[src/rtl/regfile_mp.sv]
`default_nettype none
// ============================================================================
// Module   : regfile_mp
// Purpose  : Multi-port register file. Two write ports, optional write-to-read
//            bypass, per-register pending scoreboard and soft-flush sweep.
// Revision : 1.0 - initial release
// ============================================================================
module regfile_mp #(
    parameter int DATA_W = 32,
    parameter int NREG   = 32,
    parameter int AW     = 5,
    parameter int BYPASS = 1
) (
    input  logic              clk,
    input  logic              clr,
    input  logic [AW-1:0]     rna,
    input  logic [AW-1:0]     rnb,
    output logic [DATA_W-1:0] qa,
    output logic [DATA_W-1:0] qb,
    input  logic              we0,
    input  logic [AW-1:0]     wn0,
    input  logic [DATA_W-1:0] d0,
    input  logic              we1,
    input  logic [AW-1:0]     wn1,
    input  logic [DATA_W-1:0] d1,
    input  logic              rsv_en,
    input  logic [AW-1:0]     rsv_wn,
    output logic              busy_a,
    output logic              busy_b,
    input  logic              flush_req,
    output logic              flush_busy
);

    typedef enum logic [0:0] {
        ST_IDLE  = 1'b0,
        ST_SWEEP = 1'b1
    } state_t;

    state_t              r_state;
    logic [AW-1:0]       r_ptr;
    logic [DATA_W-1:0]   r_mem [1:NREG-1];
    logic [NREG-1:1]     r_pend;

    assign flush_busy = (r_state == ST_SWEEP);

    // r0 and out-of-range addresses simply never match an entry, so they read 0.
    function automatic logic [DATA_W-1:0] f_read(input logic [AW-1:0] addr);
        logic [DATA_W-1:0] v;
        logic              hit;
        v   = '0;
        hit = 1'b0;
        for (int i = 1; i < NREG; i++) begin
            if (addr == AW'(i)) begin
                v   = r_mem[i];
                hit = 1'b1;
            end
        end
        if ((BYPASS != 0) && hit && !flush_busy) begin
            if (we1 && (wn1 == addr)) begin
                v = d1;
            end else if (we0 && (wn0 == addr)) begin
                v = d0;
            end
        end
        return v;
    endfunction

    function automatic logic f_busy(input logic [AW-1:0] addr);
        logic b;
        b = 1'b0;
        for (int i = 1; i < NREG; i++) begin
            if (addr == AW'(i)) begin
                b = r_pend[i];
            end
        end
        return b;
    endfunction

    always_comb begin
        qa     = f_read(rna);
        qb     = f_read(rnb);
        busy_a = f_busy(rna);
        busy_b = f_busy(rnb);
    end

    always_ff @(posedge clk or posedge clr) begin
        if (clr) begin
            r_state <= ST_IDLE;
            r_ptr   <= '0;
            r_pend  <= '0;
            for (int i = 1; i < NREG; i++) begin
                r_mem[i] <= '0;
            end
        end else begin
            case (r_state)
                ST_IDLE: begin
                    for (int i = 1; i < NREG; i++) begin
                        if (we1 && (wn1 == AW'(i))) begin
                            r_mem[i] <= d1;
                        end else if (we0 && (wn0 == AW'(i))) begin
                            r_mem[i] <= d0;
                        end
                        // A new reservation outlives the older write landing on the same edge.
                        if (rsv_en && (rsv_wn == AW'(i))) begin
                            r_pend[i] <= 1'b1;
                        end else if ((we1 && (wn1 == AW'(i))) || (we0 && (wn0 == AW'(i)))) begin
                            r_pend[i] <= 1'b0;
                        end
                    end
                    if (flush_req) begin
                        r_state <= ST_SWEEP;
                        r_ptr   <= AW'(1);
                    end
                end
                ST_SWEEP: begin
                    for (int i = 1; i < NREG; i++) begin
                        if (r_ptr == AW'(i)) begin
                            r_mem[i]  <= '0;
                            r_pend[i] <= 1'b0;
                        end
                    end
                    if (r_ptr == AW'(NREG - 1)) begin
                        r_state <= ST_IDLE;
                        r_ptr   <= '0;
                    end else begin
                        r_ptr <= r_ptr + AW'(1);
                    end
                end
                default: begin
                    r_state <= ST_IDLE;
                    r_ptr   <= '0;
                end
            endcase
        end
    end

endmodule
`default_nettype wire
[config.mk]
export PLATFORM = sky130hd
export DESIGN_NAME = regfile_mp
export DESIGN_NICKNAME = d
export VERILOG_FILES = /design/src/rtl/regfile_mp.sv
export SDC_FILE = /design/constraint.sdc
export NUM_CORES = 2
export LEC_CHECK = 0
export ABC_AREA = 1
export CORE_MARGIN = 8
export CORE_UTILIZATION = 35
export DETAILED_ROUTE_END_ITERATION = 8
export PLACE_DENSITY = 0.47
export SYNTH_ARGS = -nofsm -noshare
export SYNTH_HDL_FRONTEND = slang
export SYNTH_SLANG_ARGS = --single-unit
[constraint.sdc]
create_clock -name clk -period 38.6 [get_ports clk]
set_input_delay 3.86 -clock clk [delete_from_list [all_inputs] [get_ports clk]]
set_output_delay 3.86 -clock clk [all_outputs]
set_load 0.03 [all_outputs]
==> summary.md <==
| Metric | Value |
|---|---|
| Final setup violating endpoints | 0 |
| Multi-input gate area | 34960 µm² |
| Hold crit path type | reg2reg |
| Final nets | 10031 |
| Vias per Instance | 6.132 |
| Min cycle time layout | 14230 ps |
| Crit-path max FO | 44 |
| Worst EP arrival | 10370 ps |
| Clock latency on the worst-skew pair | ~840 ps |
| Commonest non-fill, non-tap cell in the layout | nand2_1 |
| Fillers | approximately 20000 |
| Area growth from synthesis to layout | 11.41% |
| RD Place Congestion | roughly 1.0 |
| Unrepaired setup endpoints after global routing | false |
| LEAKAGE | 0.03183 µW |
| Crit end category | output port |
| Rows | ~160 |
| Port bufs | ~160 |
| Slew Viols, Final | 0 |
| Sink Count | 1029 |
| Fmax | 70.29 MHz |
| Mapped cell area | 68110 µm² |
| Period utilisation layout | 0.3686 |
| Syn_area_per_cell | 6.591 µm² |
| DRC Markers | 0 |
| Number of global-route vias before repair | between 60000 and 70000 |
| First-pass GRT wire length | about 550000 µm |
| Slew margin rel. | 0.1280 |
| Starting density of the core | 0.3507 |
| WP data required | 34740 ps |
| Proportion of layout cells with a drive suffix above 1 | 0.06748 |
| First drt pass iteration count | 7 |
| Slew @ Worst Pin | ~1300 ps |
| Setup TNS | 0 ps |
| GRT Util Overall | 0.3619 |
| CTS Buf Count | 135 |
| Seq/Total Area, Yosys | 0.3781 |
| Yosys warns | 0 |
| CTS Hold Bufs | 0 |
| Yosys cell types | 42 |
| Drt wl/cell | 31.62 µm |
| Post-DP Area | just over 70000 µm² |
| Dpl hpwl | 248300 µm |
| Total core area | slightly below 200000 µm² |
| Overflow after GRT | 0 |
| Largest net degree at the start of global routing | 150 |
| Die height | approximately 460 µm |
| Htree depth | 4 |
| Status | finished, final reports clean |
| Commonest non-fill, non-tap cells in the layout | 2512 x nand2_1, 1435 x o21ai_0, 1049 x inv_1 |
| Power density over the cells | 55.66 nW/µm² |
| Final hold viol count | 0 |
| Register area | 25750 µm² |
| Max_cap viols | 0 |
| Post-CTS Setup Repair Bufs | 0 |
| Worst Setup Start Kind | primary input |
| Root buffer cell | clkbuf_16 |
| Syn Nets | 10434 |
| Vias | 77138 |
| Number of routed nets with antenna violations | 0 |
| 1st-iter DRT viols | 11135 |
| # IOs | 162 |
| Flops & latches, synth | 1029 |
| Fin area | 75880 µm² |
| Post-Synthesis Cells | 10333 |
| Die ar. | around 210000 µm² |
| IR drop worst, VDD | between 40 and 50 µV |
| Routed wire length | between 300000 and 400000 µm |
| DIE WIDTH | 457.1 µm |
| Clock Skews | about 43 ps |
| Post_cts resized | 0 |
| Max clock buf depth | 3 |
| Clock-pin slew on the worst setup and hold paths | 50 ps |
| CTS tree | yes |
| Setup CP Type | in2out |
| Initial antenna violation count | 10 |
-- per-layer routing --
layer / up-vias / track usage / routed length [µm]
li1: 33738 / - / -
met1: 37458 / 0.4589 / 151400
met2: 4871 / 0.5472 / 171800
met3: 1067 / 0.06385 / 36530
met4: 4 / 0.2774 / 37980
met5: - / 0 / 20
-- cell usage after synthesis, drive strengths merged --
master	number	share of area
o22ai	557	0.051
a31oi	10	0.00092
nand4	386	0.035
nand3	148	0.012
nor2	698	0.040
a221oi	33	0.0042
inv	1107	0.061
o311ai	2	0.00026
a21oi	1006	0.074
a41oi	1	0.00013
a32o	1	0.00015
o31ai	5	0.00055
or2	16	0.0015
ha	6	0.0011
nand3b	30	0.0033
xor2	4	0.00051
nand2	2547	0.14
o211ai	206	0.023
nor3	82	0.0062
a31o	2	0.00026
o2111ai	6	0.00077
a211oi	2	0.00022
clkbuf	728	0.040
nor4	2	0.00018
clkinv	4	0.00022
o21ai	1494	0.11
dfrtp	1029	0.38
o41ai	1	0.00013
buf	220	0.015
-- final cells by class --
| type | count | area share |
|---|---|---|
| Antenna cell | 4 | 0.0001319 |
| Inverter | 1111 | 0.05516 |
| Multi-Input combinational cell | 7245 | 0.4607 |
| Timing Repair Buffer | 408 | 0.04406 |
| Tap cell | 2542 | 0.04192 |
| Clock buffer | 202 | 0.05234 |
| Clock inverter | 38 | 0.006266 |
| Sequential cell | 1029 | 0.3394 |
-- cell families after synthesis --
group,after synthesis,synth area share
xor gates and xnor gates,4,0.0005143
and+or+nand+nor,3909,0.2384
buffers and inverters,2059,0.1167
AOI/OAI and AO/OA,3326,0.2652
adders and majority gates,6,0.001102
DFF,1029,0.3781
-- worst paths after layout --
path / slack [ps] / to / start / cells past startpoint
max in group asynchronous: 32350 / r_mem[24] / clr / 5
worst max-delay path: 24370 / qa[0] / rna[0] / 20
min in group asynchronous: 3540 / r_mem[974] / clr / 2
worst min-delay path: 480 / r_mem[536] / r_mem[536] / 2
worst max register to register: 34430 / r_mem[844] / flush_busy / 7
worst min register to register: 480 / r_mem[536] / r_mem[536] / 2
-- metrics by stage --
step	worst slack, ps	power, µW	cells	util	hold WS, ps
final	24370	4224	12579	0.3908	483.1
after global routing	24300	4405	12576	0.3907	505.5
after CTS	24590	4203	12575	0.3907	487.6
after detailed placement	24610	2883	12335	0.3678	473.7
after global placement	24710	2859	12335	0.3678	466.0
after floorplan	5782	2356	10333	-	453.0
-- registers in the layout, indices dropped and copies added, names as in the netlist --
name,cells
r_pend,31
r_ptr,5
r_mem,992
flush_busy,1
-- power breakdown --
part / switching (µW) / internal [µW] / leakage (µW)
combinational: 889 / 341 / 0.0159
sequential: 254 / 1420 / 0.0137
clock: 562 / 755 / 0.00220
-- critical path: stages --
cell,delay [ps]
clkdlybuf4s50_1,450
buf_4,400
nand2_1,190
inv_1,240
nand2_1,200
nor2_4,120
buf_4,280
buf_4,530
inv_1,180
nand2_1,310
nor4_1,110
buf_4,210
o2111ai_1,80
nand2_1,730
inv_2,940
o21ai_0,180
o21ai_0,120
nor2_1,90
nor2_1,280
clkdlybuf4s50_1,750
Power figures use the tool's default switching activity.
